==> config.mk <==
export PLATFORM = sky130hd
export DESIGN_NAME = prio_encoder_seq
export DESIGN_NICKNAME = d
export VERILOG_FILES = /design/src/rtl/prio_enc_pkg.sv /design/src/rtl/prio_pick.sv /design/src/rtl/prio_encoder_seq.sv
export SDC_FILE = /design/constraint.sdc
export NUM_CORES = 1
export LEC_CHECK = 0
export CORE_UTILIZATION = 35
export CTS_BUF_LIST = sky130_fd_sc_hd__clkbuf_2 sky130_fd_sc_hd__clkbuf_4 sky130_fd_sc_hd__clkbuf_8
export CTS_CLUSTER_DIAMETER = 200
export DETAILED_ROUTE_END_ITERATION = 10
export GPL_TIMING_DRIVEN = 0
export HOLD_SLACK_MARGIN = 0.08
export PLACE_DENSITY = 0.72
export SKIP_CTS_REPAIR_TIMING = 1
export SYNTH_ARGS = -nofsm -noshare
export SYNTH_HDL_FRONTEND = slang
export SYNTH_HIERARCHICAL = 1
export SYNTH_SLANG_ARGS = --single-unit
export TNS_END_PERCENT = 1
==> constraint.sdc <==
create_clock -name clk -period 1.32 [get_ports clk]
set_input_delay 0.198 -clock clk [delete_from_list [all_inputs] [get_ports clk]]
set_output_delay 0.198 -clock clk [all_outputs]
set_load 0.005 [all_outputs]
==> src/rtl/prio_enc_pkg.sv <==
// rtl/prio_enc_pkg.sv - shared types, defaults and width helper for the priority encoder
package prio_enc_pkg;

  localparam int PRIO_ENC_DEFAULT_N = 8;

  typedef enum logic {
    ST_EMPTY = 1'b0,
    ST_FULL  = 1'b1
  } prio_state_e;

  // Index width for n sources; never below one bit so a 2-input encoder still has an index.
  function automatic int idx_width(input int n);
    int w;
    w = 1;
    while ((1 << w) < n) w++;
    return w;
  endfunction

endpackage

==> src/rtl/prio_pick.sv <==
// rtl/prio_pick.sv - combinational highest-set-bit finder with one-hot grant
module prio_pick #(
  parameter int N = 8,
  parameter int W = 3
) (
  input  logic [N-1:0] req_i,
  output logic [W-1:0] idx_o,
  output logic [N-1:0] grant_o,
  output logic         any_o
);

  // Ascending scan: the last set bit seen is the highest one.
  always_comb begin
    idx_o = '0;
    any_o = 1'b0;
    for (int k = 0; k < N; k++) begin
      if (req_i[k]) begin
        idx_o = W'(k);
        any_o = 1'b1;
      end
    end
  end

  always_comb begin
    grant_o = '0;
    for (int k = 0; k < N; k++) begin
      grant_o[k] = any_o && (idx_o == W'(k));
    end
  end

endmodule

==> src/rtl/prio_encoder_seq.sv <==
// rtl/prio_encoder_seq.sv - registered priority encoder with valid/ready handshake
// Define PRIO_ENC_RR_EN for rotating priority; otherwise the highest index always wins.
module prio_encoder_seq
  import prio_enc_pkg::*;
#(
  parameter  int N = PRIO_ENC_DEFAULT_N,
  localparam int W = idx_width(N)
) (
  input  logic         clk,
  input  logic         rst,
  input  logic         in_valid,
  output logic         in_ready,
  input  logic [N-1:0] req,
  output logic         out_valid,
  input  logic         out_ready,
  output logic [W-1:0] idx,
  output logic [N-1:0] grant,
  output logic         any
);

  prio_state_e  state_q, state_d;
  logic [W-1:0] idx_q, idx_d;
  logic [N-1:0] grant_q, grant_d;
  logic         any_q, any_d;

  logic [W-1:0] pick_idx;
  logic [N-1:0] pick_grant;
  logic         pick_any;
  logic         in_xfer;
  logic         out_xfer;

  assign in_ready = !rst && ((state_q == ST_EMPTY) || out_ready);
  assign in_xfer  = in_valid && in_ready;
  assign out_xfer = (state_q == ST_FULL) && out_ready;

`ifdef PRIO_ENC_RR_EN
  logic [W-1:0] ptr_q, ptr_d;
  logic [N-1:0] rot_req;
  logic [N-1:0] rot_grant;
  logic [W-1:0] rot_idx;
  logic         rot_any;

  // Rotation puts req[ptr] at the top bit so a plain highest-bit pick honours the pointer.
  always_comb begin
    logic [W-1:0] src;
    rot_req = '0;
    for (int k = 0; k < N; k++) begin
      src        = W'((k + int'(ptr_q) + 1) % N);
      rot_req[k] = req[src];
    end
  end

  prio_pick #(.N(N), .W(W)) u_pick (
    .req_i   (rot_req),
    .idx_o   (rot_idx),
    .grant_o (rot_grant),
    .any_o   (rot_any)
  );

  always_comb begin
    logic [W-1:0] src;
    pick_grant = '0;
    for (int k = 0; k < N; k++) begin
      src             = W'((k + int'(ptr_q) + 1) % N);
      pick_grant[src] = rot_grant[k];
    end
    pick_idx = W'((int'(rot_idx) + int'(ptr_q) + 1) % N);
    pick_any = rot_any;
  end

  always_comb begin
    ptr_d = ptr_q;
    if (in_xfer && pick_any) begin
      ptr_d = (pick_idx == '0) ? W'(N - 1) : pick_idx - W'(1);
    end
  end

  always_ff @(posedge clk) begin
    if (rst) begin
      ptr_q <= W'(N - 1);
    end else begin
      ptr_q <= ptr_d;
    end
  end
`else
  prio_pick #(.N(N), .W(W)) u_pick (
    .req_i   (req),
    .idx_o   (pick_idx),
    .grant_o (pick_grant),
    .any_o   (pick_any)
  );
`endif

  always_comb begin
    state_d = state_q;
    idx_d   = idx_q;
    grant_d = grant_q;
    any_d   = any_q;
    case (state_q)
      ST_EMPTY: if (in_xfer) state_d = ST_FULL;
      ST_FULL:  if (out_xfer && !in_xfer) state_d = ST_EMPTY;
      default:  state_d = ST_EMPTY;
    endcase
    if (in_xfer) begin
      idx_d   = pick_idx;
      grant_d = pick_grant;
      any_d   = pick_any;
    end
  end

  always_ff @(posedge clk) begin
    if (rst) begin
      state_q <= ST_EMPTY;
      idx_q   <= '0;
      grant_q <= '0;
      any_q   <= 1'b0;
    end else begin
      state_q <= state_d;
      idx_q   <= idx_d;
      grant_q <= grant_d;
      any_q   <= any_d;
    end
  end

  assign out_valid = (state_q == ST_FULL);
  assign idx       = idx_q;
  assign grant     = grant_q;
  assign any       = any_q;

endmodule

==> impl_metrics.json <==
{
  "ys_seq_area_frac": 0.359,
  "startpoint_type": "input pin",
  "cp_data_required_time_ns": 1.49,
  "finalMaxSlewViolations": 0,
  "arrival_ns": 1.43,
  "synth-main-ff-cell": "dfxtp_1",
  "ff2ff_path_depth": 4,
  "max_freq_ghz": 0.798,
  "multi_input_area_um2": 422,
  "relSlewSlack": 0.777,
  "synthTopCellsByCount": "24 x nand2b_1, 13 x dfxtp_1, 12 x mux2i_1",
  "firstDrtPassIters": 4,
  "grt_max_degree": 11,
  "die_h_um": 47.5,
  "cts_root_buffer": "clkbuf_4",
  "synth.most_common_cell": "nand2b_1",
  "core_area_um2": 1960,
  "rows": 16,
  "layout_min_cycle_time_ns": 1.25,
  "wl_met3_um": 72,
  "netlist_area_um2": 724,
  "htreeDepth": 1,
  "hpwlAfterDp_mm": 1.13,
  "drtIter0Drc": 5,
  "worstHoldEndpoint": "any",
  "grt_pass1_wl_mm": 2.35,
  "grt_pass1_vias": 590,
  "numPortBuffers": 25,
  "powerDensity_nw_per_um2": 793,
  "viasPerCell": 4.58,
  "status": "complete, no violations",
  "r2r-start": "out_valid",
  "wl_mm": 1.58,
  "synthArstFlopShare": 0,
  "hp-class": "in -> reg",
  "cts_made_buffers": 3,
  "syn_avg_cell_area_um2": 9.41,
  "crit_path_max_fanout": 4,
  "fill_cells": 201,
  "setup_ws_ns": 0.0668,
  "rsz0062_at_grt": "no",
  "hold-path-cell-count": 3,
  "clkSlewWorstSetupHoldPaths_ns": 0.08,
  "slowest_delay_ns": 0.46,
  "synth_warnings": 6,
  "cts.sinks": 13,
  "holdWs_ns": 0.356,
  "grt-ovfl-total": 0,
  "final_layout_size_suffix_gt1_frac": 0.170,
  "vias": 609,
  "fin_util": 0.558,
  "slowest_stage": "clkdlybuf4s50_1",
  "place.gp.congestion": 0.748,
  "fin_crit_sh": 0.949,
  "tritoncts": "yes",
  "wl_met2_um": 796,
  "drt-met1-wl_um": 681,
  "die-area_um2": 2260,
  "synth_nets": 89,
  "antenna_found_initial": 0,
  "grt_usage": 0.154,
  "clock_path_buffers": 2,
  "crit_path_cell_trace": "clkdlybuf4s50_1 > nor2_1 > nand2_2 > or3_1 > nand2b_1 > mux2i_1",
  "boundaryPins": 26,
  "hold_start": "rst",
  "maxCapViolations": 0,
  "synth.distinct_cells": 19,
  "drc": 0,
  "synthTopCellsByArea": "dfxtp_1 36%, nand2b_1 21%, mux2i_1 17%, nor2b_4 3.8%, nor2_1 3.1%",
  "worstMarginPinSlew_ns": 0.335,
  "nets": 119,
  "ir_drop_mv": 0.522,
  "start_util": 0.369,
  "post-place-ws_ns": -0.585,
  "syn_inst": 77,
  "setup.worst_path.end_class": "flop",
  "area.growth.synth_to_final_pct": 51.1,
  "dr.max_layer_used": "met4",
  "synth_top_area_cell": "dfxtp_1",
  "ys_ff_latch": 13,
  "wl_per_cell_um": 11.9,
  "finClkSkew_ns": 0.00526,
  "ant_nets": 0,
  "clkLatencyLatePin_ns": 0.28,
  "setup_viol": 0,
  "diodes": 0,
  "r2r_slack_ns": 0.23,
  "die_w_um": 47.5,
  "hold_violations": 0,
  "netlist.area_leader.share": 0.359,
  "path_class": "in -> reg",
  "seq_area_um2": 268,
  "r2r-end": "grant[4]",
  "synth-edff-count": 0,
  "power_leakage_nw": 0.670
}
layout by cell type (no fill, tap or decap), drive strengths merged, types with 2 or more instances in the layout:
cell type	n
dlymetal6s2s	19
a21oi	2
inv	3
clkbuf	6
nand2b	24
mux2i	12
o31ai	2
clkdlybuf4s50	6
nor2b	2
nor2	6
dfxtp	13
buf	2
and2	2
routing by layer:
layer	vias to the layer above	track usage
li1	309	-
met1	279	0.167
met2	17	0.271
met3	4	0.0264
met4	0	0.103
met5	-	0
layout make-up:
cell class,count,area share
repair buffers,25,0.272
multi-input cells,57,0.385
clock buffers,4,0.0274
inverters,3,0.0103
plain buffers,4,0.0297
well taps,27,0.0309
flip-flops and latches,13,0.245
state kept, by name, indices dropped and copies added, names as in the netlist:
signal,flops
grant,8
idx,3
any,1
out_valid,1
where the power goes:
group	leakage, nW	switching, mW	internal, mW
Sequential	0.109	0.00821	0.412
Combinational	0.543	0.0719	0.107
Clock	0.0184	0.131	0.138
worst max-delay path, delay by kind of cell:
family        cells  cell delay [ns]
mux               1             0.06
buf+inv           1             0.46
simple gates      4             0.69
cells by family (layout without fill, tap and decap cells):
| family | count (synthesis) | count (layout) | synth area share |
|---|---|---|---|
| AO/OA/AOI/OAI | 4 | 4 | 0.0345 |
| multiplexers | 12 | 12 | 0.166 |
| flip-flops | 13 | 13 | 0.359 |
| AND/OR/NAND/NOR | 41 | 41 | 0.382 |
| buffers and inverters | 7 | 36 | 0.0587 |
stage by stage:
stage	std cells	instance area (um2)	total power, mW	setup TNS (ns)
after floorplan	77	724	0.514	0
final	133	1090	0.868	0
after global placement	129	1010	0.612	-3.23
after global routing	133	1090	0.912	0
after CTS	133	1040	0.888	-0.845
after detailed placement	129	1010	0.615	-3.27
worst max-delay path by stage:
stage | from | end | slack (ns) | depth (start not counted)
floorplan | req[4] | any | 0.21 | 5
global placement | rst | in_ready | -0.58 | 4
detailed placement | rst | in_ready | -0.59 | 4
CTS | rst | in_ready | -0.59 | 4
global route | req[3] | any | 0.002 | 6
finish | req[3] | any | 0.07 | 6
No activity file was read; power rests on OpenSTA's default activity.
